## src/rtl/typed_fifo_pkg.sv

```systemverilog
// Shared constants and helpers for the typed FIFO.
package typed_fifo_pkg;

  localparam int unsigned TYPED_FIFO_MAX_DEPTH = 256;

  // Advance a pointer by one, wrapping at depth-1 so non-power-of-two depths work.
  function automatic int unsigned ptr_next(input int unsigned ptr, input int unsigned depth);
    return (ptr == depth - 1) ? 0 : ptr + 1;
  endfunction

endpackage

```

## src/rtl/typed_fifo_ctrl.sv

```systemverilog
// Pointer / full / empty bookkeeping for typed_fifo; independent of the payload type.
// With TYPED_FIFO_COUNT_EN defined an occupancy register drives full/empty and count;
// otherwise full/empty come from pointer equality plus a single wrap flag.
module typed_fifo_ctrl
  import typed_fifo_pkg::*;
#(
  parameter int unsigned DEPTH = 4,
  localparam int unsigned PtrW = $clog2(DEPTH),
  localparam int unsigned CntW = $clog2(DEPTH + 1)
) (
  input  logic            clk_i,
  input  logic            rst_i,
  input  logic            flush_i,
  input  logic            push,
  input  logic            pop,
  output logic [PtrW-1:0] wrPtr,
  output logic [PtrW-1:0] rdPtr,
  output logic            full,
  output logic            empty
`ifdef TYPED_FIFO_COUNT_EN
  ,
  output logic [CntW-1:0] count
`endif
);

  // Pointer update; reset and flush override any push or pop in the same cycle.
  always_ff @(posedge clk_i) begin
    if (rst_i || flush_i) begin
      wrPtr <= '0;
      rdPtr <= '0;
    end else begin
      if (push) wrPtr <= PtrW'(ptr_next(32'(wrPtr), DEPTH));
      if (pop)  rdPtr <= PtrW'(ptr_next(32'(rdPtr), DEPTH));
    end
  end

`ifdef TYPED_FIFO_COUNT_EN
  // Occupancy register; simultaneous push and pop leave it unchanged.
  always_ff @(posedge clk_i) begin
    if (rst_i || flush_i) begin
      count <= '0;
    end else if (push && !pop) begin
      count <= count + CntW'(1);
    end else if (pop && !push) begin
      count <= count - CntW'(1);
    end
  end

  assign full  = (count == CntW'(DEPTH));
  assign empty = (count == '0);
`else
  logic wrapFlag;
  logic wrWrap;
  logic rdWrap;

  assign wrWrap = push && (wrPtr == PtrW'(DEPTH - 1));
  assign rdWrap = pop  && (rdPtr == PtrW'(DEPTH - 1));

  // Wrap flag is set while the write pointer is one lap ahead of the read pointer.
  always_ff @(posedge clk_i) begin
    if (rst_i || flush_i) begin
      wrapFlag <= 1'b0;
    end else begin
      wrapFlag <= wrapFlag ^ wrWrap ^ rdWrap;
    end
  end

  assign full  = (wrPtr == rdPtr) &&  wrapFlag;
  assign empty = (wrPtr == rdPtr) && !wrapFlag;
`endif

endmodule

```

## src/rtl/typed_fifo.sv

```systemverilog
// Typed valid/ready FIFO with no fall-through and no push-when-full bypass.
// Optional macro TYPED_FIFO_COUNT_EN adds the count_o occupancy port.
module typed_fifo
  import typed_fifo_pkg::*;
#(
  parameter type data_t = logic [8:0],
  parameter int unsigned DEPTH = 4,
  localparam int unsigned PtrW = $clog2(DEPTH),
  localparam int unsigned CntW = $clog2(DEPTH + 1)
) (
  input  logic  clk_i,
  input  logic  rst_i,
  input  logic  flush_i,
  input  logic  in_valid_i,
  output logic  in_ready_o,
  input  data_t in_data_i,
  output logic  out_valid_o,
  input  logic  out_ready_i,
  output data_t out_data_o
`ifdef TYPED_FIFO_COUNT_EN
  ,
  output logic [CntW-1:0] count_o
`endif
);

  if (DEPTH < 2 || DEPTH > TYPED_FIFO_MAX_DEPTH) begin : gDepthCheck
    $error("typed_fifo: DEPTH must be within 2..TYPED_FIFO_MAX_DEPTH");
  end

  data_t           mem [DEPTH];
  logic [PtrW-1:0] wrPtr;
  logic [PtrW-1:0] rdPtr;
  logic            full;
  logic            empty;
  logic            push;
  logic            pop;

  assign in_ready_o  = !full && !rst_i;
  assign out_valid_o = !empty;
  assign push        = in_valid_i && in_ready_o;
  assign pop         = out_valid_o && out_ready_i;

  typed_fifo_ctrl #(.DEPTH(DEPTH)) uCtrl (
    .clk_i   (clk_i),
    .rst_i   (rst_i),
    .flush_i (flush_i),
    .push    (push),
    .pop     (pop),
    .wrPtr   (wrPtr),
    .rdPtr   (rdPtr),
    .full    (full),
    .empty   (empty)
`ifdef TYPED_FIFO_COUNT_EN
    ,
    .count   (count_o)
`endif
  );

  // Storage write; contents are intentionally not reset.
  always_ff @(posedge clk_i) begin
    if (push) begin
      mem[wrPtr] <= in_data_i;
    end
  end

  assign out_data_o = mem[rdPtr];

endmodule
```

## config.mk

```make
export PLATFORM = sky130hd
export DESIGN_NAME = typed_fifo
export DESIGN_NICKNAME = d
export VERILOG_FILES = /design/src/rtl/typed_fifo_pkg.sv /design/src/rtl/typed_fifo_ctrl.sv /design/src/rtl/typed_fifo.sv
export SDC_FILE = /design/constraint.sdc
export NUM_CORES = 1
export LEC_CHECK = 0
export CORE_ASPECT_RATIO = 0.5
export CORE_MARGIN = 3
export CORE_UTILIZATION = 45
export DETAILED_ROUTE_END_ITERATION = 12
export GPL_TIMING_DRIVEN = 0
export PLACE_DENSITY = 0.68
export REMOVE_ABC_BUFFERS = 1
export SYNTH_ARGS = -nofsm -noshare
export SYNTH_HDL_FRONTEND = slang
export SYNTH_SLANG_ARGS = --single-unit
export TNS_END_PERCENT = 30
```

## constraint.sdc

```tcl
create_clock -name clk_i -period 4.2 [get_ports clk_i]
set_input_delay 0.84 -clock clk_i [delete_from_list [all_inputs] [get_ports clk_i]]
set_output_delay 0.84 -clock clk_i [all_outputs]
set_load 0.03 [all_outputs]
```

==> run summary, run 1 <==
=================================================================================================
Run status                                                                           finished, final reports clean
Number of distinct library cell variants in the gate-level netlist after synthesis             25
TritonCTS Sinks                                                                                43
Final setup violating endpoints                                                                 0
I/O pin cnt                                                                                    25
Filler instances                                                                              276
Leakage power                                                                            0.717 nW
Mean Syn Cell Area                                                                       18.5 µm²
Largest net degree at the start of global routing                                              15
Worst Max-Slew Pin Slew                                                                  0.590 ns
Worst hold margin                                                                        0.546 ns
First-pass GRT wire length                                                                4180 µm
Post-Synth Simple-Gate Area                                                                0.0509
Area contributors post-synth                                                         sky130_fd_sc_hd__edfxtp_1 (63%), sky130_fd_sc_hd__mux4_2 (12%), sky130_fd_sc_hd__dfxtp_1 (8.2%)
Category of the most critical setup path                                                   in2out
Number of vias after detailed routing                                                         857
Element type at the critical path start                                                input port
Layout cell share with drive strength beyond 1                                              0.197
Count of cells along the worst hold path                                                        2
DRT iter0 DRCs                                                                                 31
Flops & latches, synth                                                                         43
Number of standard cells after synthesis                                                       93
Combinational family with the most area after synthesis                              multiplexers
Relative area change from synthesis to final layout                                         23.5%
Initial standard-cell utilization of the core                                               0.485
Area of the die                                                                          4640 µm²
Nets                                                                                          140
Final design area excluding fillers                                                      2120 µm²
Post-synthesis share of cell area spent on xor and xnor gates                              0.0189
CTS tree                                                                                     done
Routed wirelength normalized by instance count                                            14.4 µm
Setup repair bufs after CTS                                                                     0
Final HPWL DP                                                                             1750 µm
Die boundary height                                                                       49.7 µm
Hold Vio Cnt, Final                                                                             0
Global-route usage over all layers                                                          0.123
First-pass iteration count of the detailed router                                               4
Number of buffers inserted by hold repair at cts                                                0
Data arrival time of the critical path                                                    2.19 ns
Main flop type after synthesis                                                       sky130_fd_sc_hd__edfxtp_1
Detail Route Antenna Nets                                                                       0
H-Tree Depth                                                                                    2
Area of placed instances                                                                 2010 µm²
Final min period                                                                          3.03 ns
Cell area after technology mapping                                                       1720 µm²
Setup repair after global routing missed its margin                                         false
Most common cell after layout, fill and taps aside                                   sky130_fd_sc_hd__edfxtp_1
Root cell of the clock tree                                                          sky130_fd_sc_hd__clkbuf_8
Multiplexer fraction of the synthesized cell area                                           0.130
Maximum clock skew at final layout                                                     0.00657 ns
Vias per cell                                                                                4.95
Clock insertion delay at the later pin of the skew report                                 0.29 ns
Source of the worst hold timing path                                                 uCtrl.rdPtr[0]
Total grt overflow                                                                              0
Path category of the worst min-delay check                                                reg2reg
Endpoint of the worst-slack reg-to-reg timing path                                      mem[2][7]
Maximum capacitance violations                                                                  0
Std-Cell Core Area                                                                       3550 µm²
Proportion of register bits with asynchronous set or reset after synthesis                      0
Kind of end point of the critical path                                               primary output
Site Rows                                                                                      15
Critical path's slowest cell                                                         sky130_fd_sc_hd__clkdlybuf4s50_1
Reg-to-reg slack, setup                                                                   2.33 ns
Clock transition at the registers of the reported paths                                   0.07 ns
Vias in the first global route                                                                869
Critical path fanouts, max                                                                      5
Post-Layout Cell Count                                                                        173
Complex-gate fraction of the synthesized area                                              0.0400
Antenna violations before repair                                                                0
Die extent in x                                                                           93.4 µm
Number of buffer cells added on primary ports                                                  24
Critical path, cell by cell                                                          clkdlybuf4s50_1 > a21oi_2 > clkdlybuf4s50_1
Sequential cell area fraction in the yosys report                                           0.710
Number of enable-type register cells in the synthesized netlist                                36
Total CTS buffers                                                                               5
Total negative setup slack                                                                   0 ns
Post-CTS sizing                                                                                 0
Areal power density over the cells                                                     398 nW/µm²
Worst vdd rail ir drop                                                                   0.164 mV
Adder-cell share of the synthesized area                                                   0.0364
CP dominant cell by count                                                            sky130_fd_sc_hd__clkdlybuf4s50_1
Slowest Stage Delay on Critical Path                                                      0.72 ns
Total wire length after detailed routing                                                  2490 µm
Max_slew headroom                                                                           0.606
Data required, critical path                                                              3.36 ns
Final slew viol count                                                                           0
Achievable frequency                                                                    0.330 GHz
Share of the cycle needed by the critical path after routing                                0.722
Antenna fix cells                                                                               0
Share of the synthesized area in the top cell type                                          0.629
RePlAce Congestion                                                                          0.715
Placed instance count                                                                         165
Library cell with the largest summed area after synthesis                            sky130_fd_sc_hd__edfxtp_1
Number of design rule violations left after detail routing                                      0
Post-route core utilization                                                                 0.599
Highest-count cells in the layout ignoring fill and taps                             sky130_fd_sc_hd__edfxtp_1 (36), sky130_fd_sc_hd__clkdlybuf4s50_1 (24), sky130_fd_sc_hd__mux4_2 (9)
Length in cells of the worst reg-to-reg path                                                    4
Launching point of the worst reg2reg path                                            uCtrl.wrPtr[0]
Maximum clock insertion buffer count                                                            2
Synth warnings                                                                                  0
=================================================================================================
==> metal layers <==
layer  part of all wire  global-route usage  vias to the layer above  wire length [µm]
met4             0.0092              0.0365                        0                23
li1                   -                   -                      424                 -
met2               0.47               0.187                       16              1180
met3              0.047              0.0518                        3               118
met1               0.47               0.162                      414              1170
met5                  0                   0                        -                 0
==> how the worst max path moves through the flow <==
stage / startpoint / endpoint / cells after the start
detailed placement: rst_i / in_ready_o / 3
global placement: rst_i / in_ready_o / 3
global route: register / out_data_o[3] / 2
floorplan: register / out_data_o[0] / 1
CTS: register / out_data_o[7] / 2
finish: rst_i / in_ready_o / 3
==> cell families (layout without fill, tap and decap cells) <==
logic type | count (synthesis) | count (layout)
muxes | 11 | 11
DFF | 43 | 43
adders and majority gates | 5 | 5
AOI/OAI and AO/OA | 8 | 8
buffers and inverters | 6 | 35
xor gates and xnor gates | 2 | 2
and+or+nand+nor | 18 | 18
==> registers in the layout, summed over array words and instances, names as in the netlist, named ones only <==
signal and cells:
uCtrl.wrPtr 2, mem 36, uCtrl.rdPtr 2, uCtrl.wrapFlag 1
==> cells in the mapped netlist, types with 2 or more instances <==
library cell and instances:
sky130_fd_sc_hd__inv_1 2, sky130_fd_sc_hd__edfxtp_1 36, sky130_fd_sc_hd__mux4_2 9, sky130_fd_sc_hd__buf_1 2, sky130_fd_sc_hd__mux2i_1 2, sky130_fd_sc_hd__nor2_1 3
sky130_fd_sc_hd__nand2_1 6, sky130_fd_sc_hd__ha_1 5, sky130_fd_sc_hd__dfxtp_1 7, sky130_fd_sc_hd__and3_1 4, sky130_fd_sc_hd__a21oi_2 2, sky130_fd_sc_hd__xor2_2 2
==> stage by stage <==
stage	worst slack, ns	power (mW)
2_1_floorplan	2.08	0.513
3_3_place_gp	1.17	0.545
3_5_place_dp	1.18	0.546
4_1_cts	1.11	0.857
5_1_grt	1.02	0.880
6_report	1.17	0.846
==> cell type report <==
class,instances,area [µm²],area share
Inverter,3,11.3,0.00530
Sequential cell,43,1220,0.575
Clock inverter,3,43.8,0.0206
Timing Repair Buffer,24,240,0.113
Clock buffer,5,68.8,0.0324
Multi-Input combinational cell,44,474,0.223
Tap cell,51,63.8,0.0301
==> critical path, delay by kind of cell <==
kind            cells  cell delay (ns)
buf+inv             2             1.15
compound gates      1             0.20
==> report_power, final <==
group	internal, mW	switching, mW
clock network	0.177	0.134
logic	0.0309	0.0315
registers	0.469	0.00370
Power figures use the tool's default switching activity.
==> run 2: changes to the inputs <==
==> constraint.sdc (replaced) <==
create_clock -name clk_i -period 2.8 [get_ports clk_i]
set_input_delay 0.56 -clock clk_i [delete_from_list [all_inputs] [get_ports clk_i]]
set_output_delay 0.56 -clock clk_i [all_outputs]
set_load 0.03 [all_outputs]
==> run summary, run 2 (synthesis gave the netlist of run 1 again) <==
===========================================================================
Endpoint of the worst-slack reg-to-reg timing path                mem[2][7]
Length in cells of the worst reg-to-reg path                              4
Vias in the first global route                                          869
Routed wirelength normalized by instance count                      14.4 µm
Root cell of the clock tree                                    sky130_fd_sc_hd__clkbuf_8
Switching power total                                              0.254 mW
Filler instances                                                        276
First-pass GRT wire length                                          4180 µm
Data required, critical path                                        2.24 ns
Largest net degree at the start of global routing                        15
Total negative setup slack                                             0 ns
Clock network power share                                             0.367
Die extent in x                                                     93.4 µm
Worst vdd rail ir drop                                             0.247 mV
Global-route usage over all layers                                    0.123
I/O pin cnt                                                              25
Number of buffer cells added on primary ports                            24
Final worst-path setup slack                                       0.195 ns
Areal power density over the cells                               597 nW/µm²
CTS tree                                                               done
Final min period                                                    2.60 ns
TritonCTS Sinks                                                          43
Launching point of the worst reg2reg path                      uCtrl.wrPtr[0]
Final setup violating endpoints                                           0
Max_slew headroom                                                     0.693
Final slew viol count                                                     0
Detail Route Antenna Nets                                                 0
Element type at the critical path start                            register
Maximum clock insertion buffer count                                      2
Die boundary height                                                 49.7 µm
Share of the cycle needed by the critical path after routing          0.930
Total grt overflow                                                        0
Initial standard-cell utilization of the core                         0.485
Post-Place Setup Slack                                             0.310 ns
Highest-count cells in the layout ignoring fill and taps       sky130_fd_sc_hd__edfxtp_1 (36), sky130_fd_sc_hd__clkdlybuf4s50_1 (24), sky130_fd_sc_hd__mux4_2 (9)
Antenna fix cells                                                         0
Total CTS buffers                                                         5
Relative area change from synthesis to final layout                   23.6%
Source of the worst hold timing path                           uCtrl.rdPtr[0]
Area used by multi-input combinational logic                        474 µm²
Max FFs per register                                                     36
Switching Share                                                       0.200
Number of design rule violations left after detail routing                0
Worst Max-Slew Pin Slew                                            0.461 ns
Run status                                                     finished, final reports clean
RePlAce Congestion                                                    0.715
Final HPWL DP                                                       1750 µm
Cell-internal power                                                 1.01 mW
Vias per cell                                                          4.95
Part of the total power dissipated in combinational logic             0.074
Hold Vio Cnt, Final                                                       0
Most common cell after layout, fill and taps aside             sky130_fd_sc_hd__edfxtp_1
Largest register by flop count                                          mem
Reg-to-reg slack, setup                                             0.93 ns
Clock transition at the registers of the reported paths             0.07 ns
Kind of end point of the critical path                         primary output
Setup repair after global routing missed its margin                   false
Data arrival time of the critical path                              2.04 ns
Achievable frequency                                              0.384 GHz
Nets                                                                    140
Largest registers ranked by flip-flop count                    mem x36, uCtrl.rdPtr x2, uCtrl.wrPtr x2
Site Rows                                                                15
Critical path fanouts, max                                                5
Total area of sequential cells                                     1220 µm²
Maximum capacitance violations                                            0
Category of the most critical setup path                            reg2out
Total wire length after detailed routing                            2490 µm
Std-Cell Core Area                                                 3550 µm²
Leakage power                                                      0.717 nW
Maximum clock skew at final layout                               0.00657 ns
Antenna violations before repair                                          0
Number of vias after detailed routing                                   857
First-pass iteration count of the detailed router                         4
Share of power burned in registers                                    0.559
H-Tree Depth                                                              2
Layout cell share with drive strength beyond 1                        0.205
Path category of the worst min-delay check                          reg2reg
Clock insertion delay at the later pin of the skew report           0.29 ns
Area of the die                                                    4640 µm²
Count of cells along the worst hold path                                  2
DRT iter0 DRCs                                                           31
===========================================================================
-- run 2: cell counts in the layout (fill, tap and decap cells not counted) --
Identical to the previous run, type by type.
-- run 2: worst max-delay path: stages, from the launching register on --
cell,delay (ns)
sky130_fd_sc_hd__dfxtp_1,0.44
sky130_fd_sc_hd__xor2_2,0.23
sky130_fd_sc_hd__nor2_1,0.14
sky130_fd_sc_hd__a21oi_2,0.24
sky130_fd_sc_hd__clkdlybuf4s50_1,0.72
-- run 2: worst max path at each step --
stage / start / slack [ns] / cells past startpoint / end
floorplan: uCtrl.wrPtr[0] / 0.95 / 4 / mem[0][0]
global placement: register / 0.30 / 2 / out_data_o[8]
detailed placement: register / 0.31 / 2 / out_data_o[7]
CTS: uCtrl.wrPtr[0] / 0.18 / 4 / in_ready_o
global route: uCtrl.wrPtr[0] / 0.04 / 4 / in_ready_o
finish: uCtrl.wrPtr[0] / 0.20 / 4 / in_ready_o
-- run 2: power groups by stage --
stage | clock [mW] | combinational (mW) | sequential [mW]
after floorplan | 0 | 0.0470 | 0.722
after global placement | 0 | 0.0933 | 0.724
after detailed placement | 0 | 0.0945 | 0.724
after CTS | 0.482 | 0.0950 | 0.709
after global routing | 0.509 | 0.100 | 0.711
final | 0.466 | 0.0935 | 0.709
-- run 2: what timing repair did --
| action | in CTS | in global routing |
|---|---|---|
| hold buffers | 0 | 0 |
| resized for setup | 1 | 0 |
| endpoints found under the setup margin | 3 | 0 |
| buffers inserted | 0 | 0 |
-- run 2: stage by stage --
stage	power, mW	hold WS [ns]	instances	instance area (µm²)	utilization
6_report	1.27	0.539	173	2120	0.599
5_1_grt	1.32	0.561	173	2120	0.599
2_1_floorplan	0.769	0.516	90	1710	-
3_3_place_gp	0.817	0.539	165	2010	0.567
3_5_place_dp	0.818	0.540	165	2010	0.567
4_1_cts	1.29	0.547	173	2120	0.599
-- run 2: final cells by class --
class / count / area share
clock inverters: 3 / 0.0206
clock buffers: 5 / 0.0324
inverters: 3 / 0.00530
repair buffers: 24 / 0.113
well taps: 51 / 0.0300
flip-flops and latches: 43 / 0.575
multi-input cells: 44 / 0.223
-- run 2: layer usage --
| layer | wire length (µm) | part of all wire | up-vias | track usage |
|---|---|---|---|---|
| met1 | 1170 | 0.47 | 414 | 0.162 |
| li1 | - | - | 424 | - |
| met3 | 118 | 0.047 | 3 | 0.0518 |
| met4 | 23 | 0.0092 | 0 | 0.0365 |
| met2 | 1180 | 0.47 | 16 | 0.187 |
| met5 | 0 | 0 | - | 0 |
==> run 3: changes to the inputs <==
--- a/config.mk
+++ b/config.mk
@@ -5,14 +5,16 @@
 export SDC_FILE = /design/constraint.sdc
 export NUM_CORES = 1
 export LEC_CHECK = 0
+export ABC_CLOCK_PERIOD_IN_PS = 2800
 export CORE_ASPECT_RATIO = 0.5
 export CORE_MARGIN = 3
 export CORE_UTILIZATION = 45
 export DETAILED_ROUTE_END_ITERATION = 12
 export GPL_TIMING_DRIVEN = 0
-export PLACE_DENSITY = 0.68
+export PLACE_DENSITY = 0.69
 export REMOVE_ABC_BUFFERS = 1
 export SYNTH_ARGS = -nofsm -noshare
 export SYNTH_HDL_FRONTEND = slang
+export SYNTH_HIERARCHICAL = 1
 export SYNTH_SLANG_ARGS = --single-unit
 export TNS_END_PERCENT = 30
==> run summary, run 3 <==
=================================================================================================
Path category of the worst min-delay check                                                reg2reg
Post-Place Setup Slack                                                                  -0.529 ns
Met2 Usage GRT                                                                              0.227
Final min period                                                                          2.60 ns
TritonCTS Sinks                                                                                41
Number of distinct library cell variants in the gate-level netlist after synthesis             21
Total negative setup slack                                                                   0 ns
I/O pin cnt                                                                                    25
Max_slew headroom                                                                           0.437
Data arrival time of the critical path                                                    2.04 ns
Worst vdd rail ir drop                                                                   0.232 mV
Max FFs per register                                                                           36
Library cell with the largest summed area after synthesis                            sky130_fd_sc_hd__edfxtp_1
Mean Syn Cell Area                                                                       19.1 µm²
Largest net degree at the start of global routing                                              14
Worst hold margin                                                                        0.626 ns
Met1 usage                                                                                  0.144
Final slew viol count                                                                           0
Number of buffer cells added on primary ports                                                  24
Count of cells along the worst hold path                                                        2
Share of the synthesized area in the top cell type                                          0.665
Number of vias after detailed routing                                                         834
Launching point of the worst reg2reg path                                            uCtrl/rdPtr[0]
Vias per cell                                                                                5.12
Data required, critical path                                                              2.24 ns
Post-route core utilization                                                                 0.623
Maximum clock skew at final layout                                                     0.00653 ns
Nets                                                                                          130
Endpoint of the worst-slack reg-to-reg timing path                                      mem[2][2]
Part of the total power dissipated in combinational logic                                   0.072
Layer carrying the most global-route usage                                                   met2
Hold Vio Cnt, Final                                                                             0
Final design area excluding fillers                                                      2010 µm²
Area of placed instances                                                                 1910 µm²
Die extent in x                                                                           91.0 µm
Met3 usage                                                                                 0.0526
Element type at the critical path start                                                  register
Leakage power                                                                            0.663 nW
First-pass iteration count of the detailed router                                               4
Number of design rule violations left after detail routing                                      0
Buffers and inverters on the worst path                                                         1
Post-Synth Simple-Gate Area                                                                0.0716
Adder-cell share of the synthesized area                                                   0.0154
Detail Route Antenna Nets                                                                       0
Area contributors post-synth                                                         sky130_fd_sc_hd__edfxtp_1 (67%), sky130_fd_sc_hd__mux4_2 (12%), sky130_fd_sc_hd__dfxtp_1 (6.2%)
Ranking of synthesized cells by instance count                                       sky130_fd_sc_hd__edfxtp_1 (36), sky130_fd_sc_hd__mux4_2 (9)
Reg-to-reg slack, setup                                                                   0.37 ns
Critical path's slowest cell                                                         sky130_fd_sc_hd__clkdlybuf4s50_1
Main flop type after synthesis                                                       sky130_fd_sc_hd__edfxtp_1
Complex-gate fraction of the synthesized area                                                   0
Share of power burned in registers                                                          0.605
Share of the cycle needed by the critical path after routing                                0.930
Length in cells of the worst reg-to-reg path                                                    4
Sequential cell area fraction in the yosys report                                           0.727
Setup repair bufs after CTS                                                                     0
Die boundary height                                                                       48.5 µm
Initial standard-cell utilization of the core                                               0.504
Gate family responsible for the most delay along the worst path                      buffers and inverters
Final worst-path setup slack                                                             0.196 ns
Area of the die                                                                          4410 µm²
Source of the worst hold timing path                                                 uCtrl/wrapFlag
Switching Share                                                                             0.208
First-pass GRT wire length                                                                4280 µm
CTS tree                                                                                     done
H-Tree Depth                                                                                    2
Critical path, cell by cell                                                          mux4_2 > clkdlybuf4s50_1
Critical path fanouts, max                                                                     13
Maximum clock insertion buffer count                                                            2
Maximum capacitance violations                                                                  0
Category of the most critical setup path                                                  reg2out
RePlAce Congestion                                                                          0.734
Number of enable-type register cells in the synthesized netlist                                36
Cell-internal power                                                                      0.886 mW
Total wire length after detailed routing                                                  2610 µm
Kind of end point of the critical path                                               primary output
Achievable frequency                                                                    0.384 GHz
Root cell of the clock tree                                                          sky130_fd_sc_hd__clkbuf_8
Setup repair after global routing missed its margin                                         false
Global-route usage over all layers                                                          0.130
Site Rows                                                                                      14
Relative area change from synthesis to final layout                                         23.6%
Worst Max-Slew Pin Slew                                                                  0.840 ns
Synth warnings                                                                                  6
Std-Cell Core Area                                                                       3220 µm²
Cell area after technology mapping                                                       1630 µm²
Proportion of register bits with asynchronous set or reset after synthesis                      0
Most frequent cell after synthesis                                                   sky130_fd_sc_hd__edfxtp_1
Clock transition at the registers of the reported paths                                   0.07 ns
Final HPWL DP                                                                             1820 µm
DRT iter0 DRCs                                                                                 21
Routed wirelength normalized by instance count                                            16.0 µm
Run status                                                                           finished, final reports clean
Hold path endpoint                                                                   uCtrl/wrapFlag
Number of standard cells after synthesis                                                       85
Switching power total                                                                    0.233 mW
Highest-count cells in the layout ignoring fill and taps                             sky130_fd_sc_hd__edfxtp_1 (36), sky130_fd_sc_hd__clkdlybuf4s50_1 (24), sky130_fd_sc_hd__mux4_2 (9)
Layout cell share with drive strength beyond 1                                              0.209
Flops & latches, synth                                                                         41
Most common cell after layout, fill and taps aside                                   sky130_fd_sc_hd__edfxtp_1
Vias in the first global route                                                                928
Antenna fix cells                                                                               0
Largest register by flop count                                                                mem
Clock insertion delay at the later pin of the skew report                                 0.28 ns
Largest registers ranked by flip-flop count                                          mem x36, uCtrl/rdPtr x2, uCtrl/wrPtr x2
Combinational family with the most area after synthesis                              multiplexers
Post-synthesis share of cell area spent on xor and xnor gates                              0.0162
Clock network power share                                                                   0.323
Total CTS buffers                                                                               5
Total grt overflow                                                                              0
Areal power density over the cells                                                     557 nW/µm²
Final setup violating endpoints                                                                 0
Slowest Stage Delay on Critical Path                                                      0.61 ns
Multiplexer fraction of the synthesized cell area                                           0.156
Antenna violations before repair                                                                0
=================================================================================================
==> run 3: per-layer routing <==
layer / routed length, µm / up-vias / part of all wire
li1: - / 394 / -
met1: 1070 / 419 / 0.41
met2: 1390 / 17 / 0.53
met3: 121 / 4 / 0.046
met4: 25 / 0 / 0.0096
met5: 0 / - / 0
==> run 3: cells by family (layout without fill, tap and decap cells) <==
group,Yosys count,after routing
xor gates and xnor gates,3,3
adders and majority gates,2,2
buffers and inverters,4,34
DFF,41,41
muxes,14,14
and+or+nand+nor,21,21
==> run 3: layout make-up <==
type	instances	area [µm²]
clock inverters	3	17.5
flip-flops and latches	41	1180
multi-input cells	40	430
clock buffers	5	68.8
fillers	249	1210
inverters	2	7.51
repair buffers	24	240
well taps	48	60.1
==> run 3: worst max path at each step <==
stage | startpoint | endpoint | slack, ns | cells past startpoint
floorplan | uCtrl/rdPtr[0] | mem[2][0] | 0.19 | 4
global placement | uCtrl/rdPtr[0] | mem[2][1] | -0.36 | 4
detailed placement | uCtrl/rdPtr[0] | mem[2][1] | -0.53 | 4
CTS | uCtrl/rdPtr[1] | in_ready_o | 0.008 | 4
global route | uCtrl/rdPtr[0] | out_data_o[6] | 0.09 | 2
finish | uCtrl/rdPtr[0] | out_data_o[8] | 0.20 | 2
==> run 3: power by group through the flow <==
stage | Clock [mW] | Combinational (mW) | Sequential [mW]
finish | 0.362 | 0.0802 | 0.677
global route | 0.397 | 0.0851 | 0.678
detailed placement | 0 | 0.0803 | 0.691
global placement | 0 | 0.0769 | 0.690
floorplan | 0 | 0.0374 | 0.690
CTS | 0.376 | 0.0810 | 0.677
==> run 3: repair_timing <==
action	4_1_cts	5_1_grt
pin swaps	0	0
setup endpoints to repair	29	1
resized for setup	3	1
gates cloned	0	0
hold buffers	0	0
==> run 3: worst min-delay path: stages, from the launching register on <==
cell	delay, ns
sky130_fd_sc_hd__dfxtp_1	0.37
sky130_fd_sc_hd__xor2_1	0.10
sky130_fd_sc_hd__mux2i_1	0.11
==> run 3: stage by stage <==
stage	std cells	power, mW
floorplan	83	0.727
global placement	155	0.767
detailed placement	155	0.771
CTS	163	1.13
global route	163	1.16
finish	163	1.12
